**src/rtl/muldiv_16b_pkg.sv**
```systemverilog
// Shared encodings and helpers for the iterative 16-bit multiply/divide unit.
// Imported by the top level and by the single-iteration datapath.
package muldiv_16b_pkg;

    localparam int DATA_W = 16;
    localparam int ITERS  = 16;

    typedef enum logic [1:0] {
        OP_MULLO = 2'b00,
        OP_MULHI = 2'b01,
        OP_DIVU  = 2'b10,
        OP_REMU  = 2'b11
    } op_e;

    typedef enum logic [1:0] {
        ST_IDLE = 2'b00,
        ST_RUN  = 2'b01,
        ST_DONE = 2'b10
    } state_e;

    typedef enum logic {
        MODE_MUL = 1'b0,
        MODE_DIV = 1'b1
    } mode_e;

    function automatic logic is_div(input op_e op);
        return (op == OP_DIVU) || (op == OP_REMU);
    endfunction

    // Accumulator layout: MUL = {product_hi, product_lo}, DIV = {remainder, quotient}
    function automatic logic [DATA_W-1:0] select_result(input op_e op,
                                                        input logic [2*DATA_W-1:0] acc);
        return ((op == OP_MULLO) || (op == OP_DIVU)) ? acc[DATA_W-1:0]
                                                     : acc[2*DATA_W-1:DATA_W];
    endfunction

endpackage

```
**src/rtl/muldiv_step_16b.sv**
```systemverilog
// One combinational iteration: shift-add multiply step or restoring-divide step.
// Returns the next upper partial value and, for divide, the new quotient bit.
module muldiv_step_16b
    import muldiv_16b_pkg::*;
#(
    parameter int WIDTH = DATA_W
) (
    input  logic             mode,
    input  logic [WIDTH-1:0] partial,
    input  logic             in_bit,
    input  logic [WIDTH-1:0] operand,
    output logic [WIDTH:0]   next_partial,
    output logic             q_bit
);

    logic [WIDTH-1:0] addend;
    logic [WIDTH:0]   shifted;
    logic [WIDTH+1:0] diff;

    genvar gi;
    generate
        for (gi = 0; gi < WIDTH; gi++) begin : g_addend
            assign addend[gi] = operand[gi] & in_bit;
        end
    endgenerate

    assign shifted = {partial, in_bit};
    assign diff    = {1'b0, shifted} - {2'b00, operand};

    always_comb begin
        next_partial = '0;
        q_bit        = 1'b0;
        if (mode == MODE_MUL) begin
            next_partial = {1'b0, partial} + {1'b0, addend};
        end else if (diff[WIDTH+1]) begin
            // Borrow: restore the shifted remainder
            next_partial = shifted;
        end else begin
            next_partial = diff[WIDTH:0];
            q_bit        = 1'b1;
        end
    end

endmodule

```
**src/rtl/muldiv_16b.sv**
```systemverilog
// Iterative unsigned 16-bit MUL/DIVU/REMU unit, one bit per clock, with
// start/busy/done handshake, flush abort and back-to-back issue from DONE.
module muldiv_16b
    import muldiv_16b_pkg::*;
#(
    parameter int WIDTH = DATA_W,
    parameter int CNT_W = 5
) (
    input  logic             clk,
    input  logic             rst_n,
    input  logic             start,
    input  logic [1:0]       op,
    input  logic [WIDTH-1:0] a,
    input  logic [WIDTH-1:0] b,
    input  logic             flush,
    output logic             busy,
    output logic             done,
    output logic [WIDTH-1:0] result,
    output logic             div_by_zero
);

    state_e             state_reg;
    logic [CNT_W-1:0]   cnt_reg;
    logic [2*WIDTH-1:0] acc_reg;
    logic [2*WIDTH-1:0] acc_next;
    logic [WIDTH-1:0]   operand_reg;
    op_e                op_reg;
    logic               done_reg;
    logic [WIDTH-1:0]   result_reg;
    logic               dbz_reg;

    logic               mode;
    logic               in_bit;
    logic [WIDTH:0]     step_partial;
    logic               step_q;
    logic               accept;
    logic               last_iter;

    assign mode   = is_div(op_reg) ? MODE_DIV : MODE_MUL;
    // Multiply consumes multiplier bits LSB-first, divide consumes dividend bits MSB-first
    assign in_bit = (mode == MODE_DIV) ? acc_reg[WIDTH-1] : acc_reg[0];

    muldiv_step_16b #(.WIDTH(WIDTH)) u_step (
        .mode         (mode),
        .partial      (acc_reg[2*WIDTH-1:WIDTH]),
        .in_bit       (in_bit),
        .operand      (operand_reg),
        .next_partial (step_partial),
        .q_bit        (step_q)
    );

    always_comb begin
        acc_next = acc_reg;
        if (mode == MODE_DIV)
            acc_next = {step_partial[WIDTH-1:0], acc_reg[WIDTH-2:0], step_q};
        else
            acc_next = {step_partial, acc_reg[WIDTH-1:1]};
    end

    assign accept    = start && !flush && ((state_reg == ST_IDLE) || (state_reg == ST_DONE));
    assign last_iter = (cnt_reg == CNT_W'(ITERS - 1));

    always_ff @(posedge clk or negedge rst_n) begin
        if (!rst_n) begin
            state_reg   <= ST_IDLE;
            cnt_reg     <= '0;
            acc_reg     <= '0;
            operand_reg <= '0;
            op_reg      <= OP_MULLO;
            done_reg    <= 1'b0;
            result_reg  <= '0;
            dbz_reg     <= 1'b0;
        end else begin
            done_reg <= 1'b0;
            if (accept) begin
                state_reg   <= ST_RUN;
                cnt_reg     <= '0;
                op_reg      <= op_e'(op);
                acc_reg     <= {{WIDTH{1'b0}}, (op[1] ? a : b)};
                operand_reg <= op[1] ? b : a;
            end else begin
                case (state_reg)
                    ST_RUN: begin
                        if (flush) begin
                            state_reg <= ST_IDLE;
                        end else begin
                            acc_reg <= acc_next;
                            cnt_reg <= cnt_reg + 1'b1;
                            if (last_iter) begin
                                state_reg  <= ST_DONE;
                                done_reg   <= 1'b1;
                                result_reg <= select_result(op_reg, acc_next);
                                dbz_reg    <= is_div(op_reg) && (operand_reg == '0);
                            end
                        end
                    end
                    default: state_reg <= ST_IDLE;
                endcase
            end
        end
    end

    assign busy        = (state_reg == ST_RUN);
    assign done        = done_reg;
    assign result      = result_reg;
    assign div_by_zero = dbz_reg;

endmodule

```
**config.mk**
```make
export PLATFORM = sky130hd
export DESIGN_NAME = muldiv_16b
export DESIGN_NICKNAME = d
export VERILOG_FILES = /design/src/rtl/muldiv_16b_pkg.sv /design/src/rtl/muldiv_step_16b.sv /design/src/rtl/muldiv_16b.sv
export SDC_FILE = /design/constraint.sdc
export NUM_CORES = 1
export LEC_CHECK = 0
export CAP_MARGIN = 20
export CORE_ASPECT_RATIO = 0.6
export CORE_MARGIN = 8
export CORE_UTILIZATION = 40
export CTS_CLUSTER_SIZE = 10
export DETAILED_ROUTE_END_ITERATION = 8
export MAX_ROUTING_LAYER = met4
export PLACE_DENSITY = 0.69
export SLEW_MARGIN = 10
export SYNTH_ARGS = -nofsm -noshare
export SYNTH_HDL_FRONTEND = slang
export SYNTH_HIERARCHICAL = 1
export SYNTH_SLANG_ARGS = --single-unit
export TNS_END_PERCENT = 50
```
**constraint.sdc**
```tcl
create_clock -name clk -period 5.3 [get_ports clk]
set_input_delay 1.325 -clock clk [delete_from_list [all_inputs] [get_ports clk]]
set_output_delay 1.325 -clock clk [all_outputs]
set_load 0.05 [all_outputs]
```
==> reports/qor.csv <==
stage;metric;value;unit
status;outcome;finished, final reports clean;
synthesis;Mapped Area;5715;um2
timing;Pins Over Slew Limit;0;
clock_tree;CTS tree;done;
synthesis;async set-or-reset flop fraction in the synthesized netlist;100.0;%
worst_hold_path;Hold/Removal Path Class;flop to flop;
clock_tree;Post-CTS Setup Repair Bufs;0;
critical_path;data required time of the worst path;5.53;ns
timing;slew at the pin with the worst max-slew slack;0.9477;ns
synthesis;flops & latches, synth;75;
cells_and_area;flip-flop count of the largest register, all copies and words added;32;
global_routing;global-route total usage across every layer;18.80;%
route;met2 wire length;6752;um
clock_tree;clk_lat worst skew;0.34;ns
critical_path;critical path type;flop to flop;
timing;sum of negative setup slack;0;ns
power;IR drop worst, VDD;0.0002115;V
power;leakage dissipation;3.010;nW
synthesis;most used flip-flop cell after synthesis;sky130_fd_sc_hd__dfrtp_1;
floorplan;number of I/O pins;57;
route;DRT met1 WL;8625;um
placement;placed standard-cell area;6405;um2
clock_tree;PostCTS Resize Cnt;0;
route;total iterations of the first detailed-routing run;6;
synthesis;syn avg cell area;9.043;um2
synthesis;number of standard cells after synthesis;632;
critical_path;data arrival time of the worst path;4.24;ns
timing;minimum clock period;4.016;ns
clock_tree;clock root buffer master;sky130_fd_sc_hd__clkbuf_16;
clock_tree;CTS hold repair buffers;0;
route;Final ANT Viol Nets;0;
placement;dpl ws;1.363;ns
cells_and_area;number of antenna diodes;0;
route;via count;4943;
timing;number of hold violations in the final report;0;
cells_and_area;fill cell total of the finished layout;1322;
clock_tree;clock-pin slew reported for the worst setup and hold paths after clock tree synthesis;0.06;ns
route;post-DR vias/cell;5.714;
power;total power per unit cell area;506.6;nW/um2
placement;routability congestion estimate from global placement;0.9114;
placement;Post-DP HPWL;12860;um
timing;final hold slack;0.4877;ns
cells_and_area;fraction of layout cells with a size suffix above 1;7.578;%
global_routing;final global-route overflow total;0;
flow_run;count of maximum capacitance violations;0;
critical_path;Max Fanout on Critical Path;16;
critical_path;critical path endpoint category;flop;
synthesis;synth unique cells;64;
timing;highest attainable clock frequency;0.2490;GHz
timing;number of endpoints failing setup at the final stage;0;
route;top routing layer in use;met4;
power;overall power after layout;3.392;mW
route;number of remaining DRC errors;0;
timing;unrepaired setup endpoints after global routing;no;
floorplan;Std-Cell Rows;33;
global_routing;wire length of the first global-routing pass;26500;um
clock_tree;clock buffers created by TritonCTS;9;
floorplan;Core Box Area;13790;um2
timing;minimum setup slack in the final design;1.284;ns
global_routing;largest net degree at the start of global routing;76;
clock_tree;maximum level of the CTS H-tree;3;
synthesis;Synthesized Nets;707;
cells_and_area;area taken by multi-input logic gates;3563;um2
cells_and_area;total number of nets in the final design;743;
synthesis;count of flip-flops with a built-in enable after synthesis;0;
floorplan;Initial Util;41.44;%
route;final wirelength;16460;um
global_routing;number of antenna violations at the first check in global routing;0;
floorplan;DIE AREA;18500;um2
synthesis;fraction of the yosys area taken by sequential cells;32.84;%
route;Met3 Routed Length;886;um
clock_tree;number of sinks on the clock net;75;
placement;number of input and output port buffers inserted;56;
clock_tree;buffers from clock root to sink, at most;2;
critical_path;crit path launch type;flop;
cells_and_area;Area Growth Syn to Fin;17.14;%
global_routing;vias in the first global route;4957;
timing;worst max-slew margin expressed relative to the limit;36.82;%
timing;part of the cycle the worst path needs;75.77;%
route;post-detailed-route wirelength per cell;19.03;um
route;violation count after the first detailed-routing iteration;422;
floorplan;Die Height;108.6;um
cells_and_area;Final Instance Area;6695;um2
timing;Clock Skew;0.006623;ns
synthesis;Ys Warns;6;
cells_and_area;Reg area;1878;um2
floorplan;Die Span X;170.3;um
-- area by class of cell --
cell class                      instances  share of cell area (%)
Multi-Input combinational cell        491                   53.22
Sequential cell                        75                   28.05
Timing Repair Buffer                   61                   9.120
Clock buffer                           11                   3.775
Tap cell                              192                   3.588
Inverter                               30                   1.682
Clock inverter                          5                  0.5606
-- layout by cell type, fill, tap and decap left out, drive strengths merged, types with 4 or more instances in the layout --
cell,Yosys,routed
clkdlybuf4s50,0,54
nor2b,4,4
a21oi,30,30
o21a,8,8
inv,30,30
dfrtp,75,75
o21ai,34,34
a21o,5,5
xnor2,12,12
clkbuf,16,11
ha,35,35
a221oi,11,11
a211oi,5,5
a31oi,5,5
buf,20,7
o2bb2ai,17,17
nand3,20,20
nand2,62,62
nor3,13,13
a31o,16,16
mux2i,74,74
xor2,10,10
o221ai,7,7
and2,16,16
nor2,34,34
or3,5,5
nand2b,20,20
-- final timing paths --
check	slack (ns)	from	end	cells past startpoint
min in group asynchronous	1.11	rst_n	operand_reg[10]	1
worst max-delay path	1.28	op_reg[1]	result[15]	14
worst max register to register	1.28	op_reg[1]	result[15]	14
worst min register to register	0.49	div_by_zero	div_by_zero	2
max in group asynchronous	3.50	rst_n	op_reg[1]	1
worst min-delay path	0.49	div_by_zero	div_by_zero	2
-- logic make-up (layout without fill, tap and decap cells) --
group           Yosys count  after routing  synth area share, %
compound gates          164            164                20.51
xor+xnor                 22             22                3.371
fa+ha+maj                37             37                8.363
buf+inv                  66            107                4.816
flops                    75             75                32.84
mux                      76             76                13.35
simple gates            192            192                16.75
-- cell usage after synthesis, types with 5 or more instances --
master,count,area share [%]
sky130_fd_sc_hd__o21ai_0,34,3.0
sky130_fd_sc_hd__o2bb2ai_1,17,2.6
sky130_fd_sc_hd__ha_1,35,7.7
sky130_fd_sc_hd__inv_1,29,1.9
sky130_fd_sc_hd__nand2_1,62,4.1
sky130_fd_sc_hd__nand3_1,20,1.8
sky130_fd_sc_hd__nor3_1,13,1.1
sky130_fd_sc_hd__o221ai_1,7,1.1
sky130_fd_sc_hd__a221oi_1,11,1.7
sky130_fd_sc_hd__xor2_1,10,1.5
sky130_fd_sc_hd__or3_1,5,0.55
sky130_fd_sc_hd__buf_2,13,1.1
sky130_fd_sc_hd__a211oi_1,5,0.66
sky130_fd_sc_hd__dfrtp_1,75,33
sky130_fd_sc_hd__o21a_1,8,1.1
sky130_fd_sc_hd__xnor2_1,12,1.8
sky130_fd_sc_hd__mux2i_1,74,13
sky130_fd_sc_hd__nand2b_1,20,2.2
sky130_fd_sc_hd__a21o_1,5,0.66
sky130_fd_sc_hd__a31o_2,16,2.5
sky130_fd_sc_hd__clkbuf_1,16,1.1
sky130_fd_sc_hd__and2_1,16,1.8
sky130_fd_sc_hd__nor2_1,34,2.2
sky130_fd_sc_hd__a21oi_1,29,2.5
-- critical path, stage by stage, from the launching register on --
cell,delay (ns)
sky130_fd_sc_hd__dfrtp_2,0.36
sky130_fd_sc_hd__mux2_2,0.36
sky130_fd_sc_hd__inv_1,0.39
sky130_fd_sc_hd__nor2_1,0.16
sky130_fd_sc_hd__fa_1,0.48
sky130_fd_sc_hd__a211oi_1,0.38
sky130_fd_sc_hd__o21ai_0,0.22
sky130_fd_sc_hd__a21oi_1,0.27
sky130_fd_sc_hd__o21a_1,0.19
sky130_fd_sc_hd__o21ai_0,0.14
sky130_fd_sc_hd__a211oi_1,0.25
sky130_fd_sc_hd__o311ai_1,0.13
sky130_fd_sc_hd__mux2i_1,0.21
sky130_fd_sc_hd__nand2_1,0.09
sky130_fd_sc_hd__a31o_2,0.27
-- through the flow --
step,instances,utilization (%)
2_1_floorplan,632,-
3_3_place_gp,848,46.24
3_5_place_dp,849,46.44
4_1_cts,865,48.55
5_1_grt,865,48.55
6_report,865,48.55
-- layer usage --
metal	track usage [%]	vias to the layer above
met5	-	-
met4	4.299	0
li1	-	2385
met3	3.492	18
met2	26.51	157
met1	27.17	2383
-- where the power goes --
| group | internal (mW) | total (mW) | switching [mW] |
|---|---|---|---|
| clock | 0.343 | 0.592 | 0.249 |
| combinational | 0.802 | 1.93 | 1.13 |
| sequential | 0.702 | 0.870 | 0.168 |
| total | 1.85 | 3.39 | 1.54 |
No activity file was read; power rests on OpenSTA's default activity.
